--- src/rtl/bus_arbiter_pkg.sv ---
// Shared types for the two-master system-bus arbiter.
// Contents: address/data word types, arbiter FSM state enum, master id enum,
//           and a helper that maps a master id onto its one-hot grant bit.
package bus_arbiter_pkg;

   localparam int ADDR_W = 32;
   localparam int DATA_W = 32;

   typedef logic [ADDR_W-1:0] addr_t;
   typedef logic [DATA_W-1:0] data_t;

   typedef enum logic [1:0] {
      S_IDLE = 2'd0,
      S_GNT0 = 2'd1,
      S_GNT1 = 2'd2
   } arb_state_e;

   // M0 = instruction-fetch cache, M1 = data cache
   typedef enum logic {
      M0 = 1'b0,
      M1 = 1'b1
   } master_id_e;

   // One-hot grant encoding {M1,M0}
   function automatic logic [1:0] grant_onehot(master_id_e id);
      return (id == M1) ? 2'b10 : 2'b01;
   endfunction

endpackage

--- src/rtl/bus_arbiter_if.sv ---
// System-bus request/response bundle shared by the caches, the arbiter and BusCtrl.
// Signals: valid, wr, addr, dataM2S travel master->slave; ready, dataS2M travel slave->master.
// Modports: master drives the request side, slave drives ready/read-data.
interface bus_arbiter_if;
   import bus_arbiter_pkg::*;

   logic  valid;
   logic  wr;
   addr_t addr;
   data_t dataM2S;
   logic  ready;
   data_t dataS2M;

   modport master (
      output valid, wr, addr, dataM2S,
      input  ready, dataS2M
   );

   modport slave (
      input  valid, wr, addr, dataM2S,
      output ready, dataS2M
   );

endinterface

--- src/rtl/bus_arbiter_pick.sv ---
// Arbitration rule: picks the winning master when the arbiter is idle.
// Ports: m0_valid/m1_valid requests, rr_ptr favoured master (round-robin),
//        prio_mode (0 = round-robin, 1 = fixed M1 priority), starve (M0 waited long enough), winner.
// Purely combinational; the caller only acts on winner when at least one valid is high.
module bus_arb_pick
   import bus_arbiter_pkg::*;
(
   input  logic       m0_valid,
   input  logic       m1_valid,
   input  master_id_e rr_ptr,
   input  logic       prio_mode,
   input  logic       starve,
   output master_id_e winner
);

   always_comb begin
      winner = M0;
      if (m0_valid && m1_valid) begin
         if (prio_mode) begin
            // M1 normally wins; a starved M0 takes this one arbitration
            winner = starve ? M0 : M1;
         end else begin
            winner = rr_ptr;
         end
      end else if (m1_valid) begin
         winner = M1;
      end
   end

endmodule

--- src/rtl/bus_arbiter.sv ---
// Shares the single BusCtrl slave between the I-cache (M0) and D-cache (M1) bus ports.
// Latency: slave valid follows a master's valid by 1 cycle from idle; completion hands over
//          back-to-back to the other master. Ports: clk, rst (sync, high), bM0If/bM1If (slave
//          modports), bSlvIf (master modport), oGrant one-hot {M1,M0}. Backpressure: slave ready
//          is routed only to the granted master; the other sees ready=0, dataS2M=0.
module bus_arbiter
   import bus_arbiter_pkg::*;
#(
   parameter int P_PRIO_MODE = 0,
   parameter int P_MAX_WAIT  = 8
) (
   input  logic           clk,
   input  logic           rst,
   bus_arbiter_if.slave   bM0If,
   bus_arbiter_if.slave   bM1If,
   bus_arbiter_if.master  bSlvIf,
   output logic [1:0]     oGrant
);

   localparam int              CNT_W     = $clog2(P_MAX_WAIT + 1);
   localparam logic [CNT_W-1:0] MAX_CNT  = CNT_W'(P_MAX_WAIT);
   localparam logic            PRIO_MODE = (P_PRIO_MODE != 0);

   arb_state_e        state;
   logic [1:0]        grant_q;
   master_id_e        rr_ptr;
   logic [CNT_W-1:0]  wait_cnt;
   logic              starve;
   master_id_e        winner;

   assign starve = PRIO_MODE && (wait_cnt == MAX_CNT);
   assign oGrant = grant_q;

   bus_arb_pick u_pick (
      .m0_valid  (bM0If.valid),
      .m1_valid  (bM1If.valid),
      .rr_ptr    (rr_ptr),
      .prio_mode (PRIO_MODE),
      .starve    (starve),
      .winner    (winner)
   );

   always_ff @(posedge clk) begin
      if (rst) begin
         state    <= S_IDLE;
         grant_q  <= 2'b00;
         rr_ptr   <= M0;
         wait_cnt <= '0;
      end else begin
         // M0 waiting without a grant ages its counter; entering S_GNT0 below overrides this
         if (PRIO_MODE && bM0If.valid && (state != S_GNT0) && !starve) begin
            wait_cnt <= wait_cnt + CNT_W'(1);
         end

         case (state)
            S_IDLE: begin
               if (bM0If.valid || bM1If.valid) begin
                  grant_q <= grant_onehot(winner);
                  if (winner == M0) begin
                     state    <= S_GNT0;
                     wait_cnt <= '0;
                  end else begin
                     state <= S_GNT1;
                  end
               end
            end

            S_GNT0: begin
               if (!bM0If.valid) begin
                  // abandoned request: no completion, pointer untouched
                  state   <= S_IDLE;
                  grant_q <= 2'b00;
               end else if (bSlvIf.ready) begin
                  rr_ptr <= M1;
                  if (bM1If.valid) begin
                     state   <= S_GNT1;
                     grant_q <= 2'b10;
                  end else begin
                     state   <= S_IDLE;
                     grant_q <= 2'b00;
                  end
               end
            end

            S_GNT1: begin
               if (!bM1If.valid) begin
                  state   <= S_IDLE;
                  grant_q <= 2'b00;
               end else if (bSlvIf.ready) begin
                  rr_ptr <= M0;
                  if (bM0If.valid) begin
                     state    <= S_GNT0;
                     grant_q  <= 2'b01;
                     wait_cnt <= '0;
                  end else begin
                     state   <= S_IDLE;
                     grant_q <= 2'b00;
                  end
               end
            end

            default: begin
               state   <= S_IDLE;
               grant_q <= 2'b00;
            end
         endcase
      end
   end

   // Request/response steering driven by the registered grant
   always_comb begin
      bSlvIf.valid   = 1'b0;
      bSlvIf.wr      = 1'b0;
      bSlvIf.addr    = '0;
      bSlvIf.dataM2S = '0;
      bM0If.ready    = 1'b0;
      bM0If.dataS2M  = '0;
      bM1If.ready    = 1'b0;
      bM1If.dataS2M  = '0;
      case (grant_q)
         2'b01: begin
            bSlvIf.valid   = bM0If.valid;
            bSlvIf.wr      = bM0If.wr;
            bSlvIf.addr    = bM0If.addr;
            bSlvIf.dataM2S = bM0If.dataM2S;
            bM0If.ready    = bSlvIf.ready;
            bM0If.dataS2M  = bSlvIf.dataS2M;
         end
         2'b10: begin
            bSlvIf.valid   = bM1If.valid;
            bSlvIf.wr      = bM1If.wr;
            bSlvIf.addr    = bM1If.addr;
            bSlvIf.dataM2S = bM1If.dataM2S;
            bM1If.ready    = bSlvIf.ready;
            bM1If.dataS2M  = bSlvIf.dataS2M;
         end
         default: begin
         end
      endcase
   end

endmodule

--- src/flat_wrapper.sv ---
// flat-port wrapper written by rule: the top's interface ports become plain ports
module bus_arbiter_flat import bus_arbiter_pkg::*;
#(
   parameter int P_PRIO_MODE = 0,
   parameter int P_MAX_WAIT  = 8
)
  (clk, rst, oGrant, bM0If_valid, bM0If_wr, bM0If_addr, bM0If_dataM2S, bM0If_ready, bM0If_dataS2M, bM1If_valid, bM1If_wr, bM1If_addr, bM1If_dataM2S, bM1If_ready, bM1If_dataS2M, bSlvIf_valid, bSlvIf_wr, bSlvIf_addr, bSlvIf_dataM2S, bSlvIf_ready, bSlvIf_dataS2M);
  bus_arbiter_if bM0If_i ();
  bus_arbiter_if bM1If_i ();
  bus_arbiter_if bSlvIf_i ();
  input  logic clk;
  input  logic rst;
  output logic [1:0] oGrant;
  input wire logic [$bits(bM0If_i.valid)-1:0] bM0If_valid;
  input wire logic [$bits(bM0If_i.wr)-1:0] bM0If_wr;
  input wire logic [$bits(bM0If_i.addr)-1:0] bM0If_addr;
  input wire logic [$bits(bM0If_i.dataM2S)-1:0] bM0If_dataM2S;
  output wire logic [$bits(bM0If_i.ready)-1:0] bM0If_ready;
  output wire logic [$bits(bM0If_i.dataS2M)-1:0] bM0If_dataS2M;
  input wire logic [$bits(bM1If_i.valid)-1:0] bM1If_valid;
  input wire logic [$bits(bM1If_i.wr)-1:0] bM1If_wr;
  input wire logic [$bits(bM1If_i.addr)-1:0] bM1If_addr;
  input wire logic [$bits(bM1If_i.dataM2S)-1:0] bM1If_dataM2S;
  output wire logic [$bits(bM1If_i.ready)-1:0] bM1If_ready;
  output wire logic [$bits(bM1If_i.dataS2M)-1:0] bM1If_dataS2M;
  output wire logic [$bits(bSlvIf_i.valid)-1:0] bSlvIf_valid;
  output wire logic [$bits(bSlvIf_i.wr)-1:0] bSlvIf_wr;
  output wire logic [$bits(bSlvIf_i.addr)-1:0] bSlvIf_addr;
  output wire logic [$bits(bSlvIf_i.dataM2S)-1:0] bSlvIf_dataM2S;
  input wire logic [$bits(bSlvIf_i.ready)-1:0] bSlvIf_ready;
  input wire logic [$bits(bSlvIf_i.dataS2M)-1:0] bSlvIf_dataS2M;
  assign bM0If_i.valid = bM0If_valid;
  assign bM0If_i.wr = bM0If_wr;
  assign bM0If_i.addr = bM0If_addr;
  assign bM0If_i.dataM2S = bM0If_dataM2S;
  assign bM0If_ready = bM0If_i.ready;
  assign bM0If_dataS2M = bM0If_i.dataS2M;
  assign bM1If_i.valid = bM1If_valid;
  assign bM1If_i.wr = bM1If_wr;
  assign bM1If_i.addr = bM1If_addr;
  assign bM1If_i.dataM2S = bM1If_dataM2S;
  assign bM1If_ready = bM1If_i.ready;
  assign bM1If_dataS2M = bM1If_i.dataS2M;
  assign bSlvIf_valid = bSlvIf_i.valid;
  assign bSlvIf_wr = bSlvIf_i.wr;
  assign bSlvIf_addr = bSlvIf_i.addr;
  assign bSlvIf_dataM2S = bSlvIf_i.dataM2S;
  assign bSlvIf_i.ready = bSlvIf_ready;
  assign bSlvIf_i.dataS2M = bSlvIf_dataS2M;
  bus_arbiter #(.P_PRIO_MODE(P_PRIO_MODE), .P_MAX_WAIT(P_MAX_WAIT)) u_core (.clk(clk), .rst(rst), .bM0If(bM0If_i), .bM1If(bM1If_i), .bSlvIf(bSlvIf_i), .oGrant(oGrant));
endmodule
--- config.mk ---
export PLATFORM = sky130hd
export DESIGN_NAME = bus_arbiter_flat
export DESIGN_NICKNAME = d
export VERILOG_FILES = /design/src/rtl/bus_arbiter_pkg.sv /design/src/rtl/bus_arbiter_if.sv /design/src/rtl/bus_arbiter_pick.sv /design/src/rtl/bus_arbiter.sv /design/src/flat_wrapper.sv
export SDC_FILE = /design/constraint.sdc
export NUM_CORES = 1
export LEC_CHECK = 0
export ABC_AREA = 1
export BUFFER_PORTS_ARGS = -buffer_cell sky130_fd_sc_hd__clkbuf_2
export CAP_MARGIN = 20
export CELL_PAD_IN_SITES_DETAIL_PLACEMENT = 0
export CELL_PAD_IN_SITES_GLOBAL_PLACEMENT = 1
export CORE_ASPECT_RATIO = 1.5
export CORE_MARGIN = 5
export CORE_UTILIZATION = 14
export CTS_BUF_LIST = sky130_fd_sc_hd__clkbuf_4
export DETAILED_ROUTE_END_ITERATION = 10
export HOLD_SLACK_MARGIN = 0.02
export PLACE_DENSITY = 0.88
export SYNTH_ARGS = -nofsm -noshare
export SYNTH_HDL_FRONTEND = slang
export SYNTH_SLANG_ARGS = --single-unit
export TNS_END_PERCENT = 20
--- constraint.sdc ---
create_clock -name clk -period 1.9 [get_ports clk]
set_input_delay 0.38 -clock clk [delete_from_list [all_inputs] [get_ports clk]]
set_output_delay 0.38 -clock clk [all_outputs]
set_load 0.01 [all_outputs]
==> results.ini <==
[cts]
htreeDepth = 1
cts_sinks = 3
cts_tree = built
cts_hold_buffers = 0
clk_pin_slew_ns = 0.04
root_buffer = clkbuf_4
insertion_delay_ns = 0.24
clk_path_buf_depth = 2
numCtsBuffers = 3

[power]
powerDensity_nw_per_um2 = 473
power.share.clock = 0.068
switching_share = 0.515
combPwrFrac = 0.885
p_leak_nw = 2.62
seqPwrFrac = 0.047
vdd_ir_drop_max_mv = 0.216
internal_power_mw = 0.910
total_power_mw = 1.88
switching_power_mw = 0.967

[placed_design]
pre_cts_ws_ns = 0.107
placed_area_um2 = 3460
gp_congestion = 0.865
dp_cells = 845
io_buffers = 300
hpwlAfterDp_um = 8720

[floorplan]
die_x_um = 102
dieHeight_um = 149
rows = 50
start_util = 0.143
io_pins = 301
dieArea_um2 = 15200
core-area_um2 = 12500

[sta]
setup_ws_ns = 0.0135
setup_tns_ns = 0
fin_skew_ns = 0.00480
min_period_ns = 1.89
drv_slew = 0
tightest_slew_ns = 0.151
finalCritPeriodShare = 0.993
hold-worst-slack_ns = 0.350
hold_violations = 0
finalSetupViolCount = 0
rsz0062_at_grt = true
max_freq_ghz = 0.530
slew_headroom = 0.898

[drt]
wl_met3_um = 1070
wl_per_cell_um = 13.9
viasPerCell = 4.08
routed_wl_um = 12100
met1Wirelength_um = 4190
drc_errors = 0
dr.pass1.iters = 6
drtIter0Drc = 98
routed-wl-met2_um = 6500
highest_layer = met4
num_vias = 3540
ant_nets = 0

[finish]
nFillCells = 1440
nets = 886
stdcell_count = 868
drive_gt1_frac = 0.521
area_delta_synth_final_pct = 122
n_antenna_cell = 0
fin_util = 0.317
final_area_um2 = 3970

[grt]
grt_pass1_vias = 3003
grt_pass1_wl_um = 14300
grt-ovfl-total = 0
grt_antenna_before_repair = 0
grt_max_degree = 55
grt_usage = 0.118

[critical_path]
slowest_stage = dfxtp_4
cp.arrival_ns = 1.51
cp-start-kind = flip-flop
endpoint_kind = output pin
crit_top_cell = buf_12
critical_path_required_ns = 1.52
slowest_delay_ns = 0.40
crit_type = reg -> out
path_cells = inv_6, ha_4, buf_12, buf_12, buf_4, nand2_1, inv_1, clkbuf_2
crit_path_max_fanout = 10
r2r_slack_ns = 0.47

[run]
maxCapViolCount = 0

[yosys]
synth_top_area_frac = 0.440
ys_ff_latch = 3
synth_fa_ha_area_frac = 0.0419
syn-instance-count = 408
synth_top_family_by_area = simple AND/OR/NAND/NOR gates
yosys.area_share.simple = 0.471
synth.area.mux_share = 0
ys_types = 14
synth_xor_area_frac = 0
synth_compound_area_frac = 0.201
syn-cell-area_um2 = 1790
yosysWarningCount = 0
synth.net_count = 581
syn_area_per_cell_um2 = 4.39
synthTopCellsByArea = nand2_1 44%, a21oi_1 19%, inv_1 16%
seq_area_frac_synth = 0.0335
yosysTopAreaCell = nand2_1

[hold_path]
hp-class = in -> reg

[run_status]
status = completed

## layout by cell type, fill, tap and decap left out
master,instances
clkbuf_2,251
nand2_1,200
inv_1,71
a21oi_1,53
buf_2,49
a21oi_2,16
nand2_2,12
nor2_1,10
buf_12,7
clkbuf_16,6
buf_6,6
buf_4,5
clkbuf_4,4
buf_8,4
ha_4,3
inv_4,2
o21ai_1,2
ha_1,2
inv_6,1
nand3_1,1
inv_2,1
o21ai_0,1
ha_2,1
buf_16,1
dfxtp_2,1
dfxtp_4,1
dfxtp_1,1
## power groups by stage
stage                     clock network, mW  registers (mW)  logic [mW]
after global placement                    0          0.0818        1.26
after detailed placement                  0          0.0831        1.26
after CTS                             0.134          0.0847        1.31
final                                 0.128          0.0883        1.66
after global routing                  0.133          0.0892        1.81
after floorplan                           0          0.0845       0.682
## state kept, by name, summed over array words and instances, names as in the netlist
| register | flops |
|---|---|
| u_core.rr_ptr | 1 |
| u_core.oGrant | 2 |
## path summary, 6_finish.rpt
check / from / end / depth (start not counted)
max: u_core.oGrant[1] / bM0If_dataS2M[10] / 8
min: rst / u_core.oGrant[1] / 2
max reg2reg: u_core.oGrant[0] / u_core.rr_ptr / 10
min reg2reg: u_core.rr_ptr / u_core.rr_ptr / 4
## routing by layer
metal / global-route usage / up-vias
li1: - / 1815
met1: 0.118 / 1502
met2: 0.233 / 197
met3: 0.0192 / 26
met4: 0.0460 / 0
met5: 0 / -
## critical path, delay by kind of cell (launching register included)
family / cells / cell delay [ns]
buf+inv: 6 / 0.63
flops: 1 / 0.40
fa+ha+maj: 1 / 0.18
simple gates: 1 / 0.05
## synth_stat cells (all sizes together)
| cell | count |
|---|---|
| a21oi | 69 |
| buf | 27 |
| clkbuf | 2 |
| dfxtp | 3 |
| ha | 6 |
| inv | 75 |
| nand2 | 212 |
| nand3 | 1 |
| nor2 | 10 |
| o21ai | 3 |
## timing repair
action	CTS	global route
setup endpoints to repair	87	87
gates cloned	1	10
pin swaps	1	28
resized for setup	8	96
setup buffers	0	8
## layout make-up
cell class | count | area, µm² | area share
multi-input cells | 301 | 1400 | 0.354
clock buffers | 4 | 30.0 | 0.00756
flip-flops and latches | 3 | 65.1 | 0.0164
repair buffers | 329 | 1980 | 0.500
inverters | 75 | 292 | 0.0734
well taps | 156 | 195 | 0.0492
## kinds of logic (layout without fill, tap and decap cells)
logic type / Yosys count / count (layout)
compound gates: 72 / 72
buf+inv: 104 / 408
fa+ha+maj: 6 / 6
simple gates: 223 / 223
flops: 3 / 3
(Power assumes the default switching activity.)
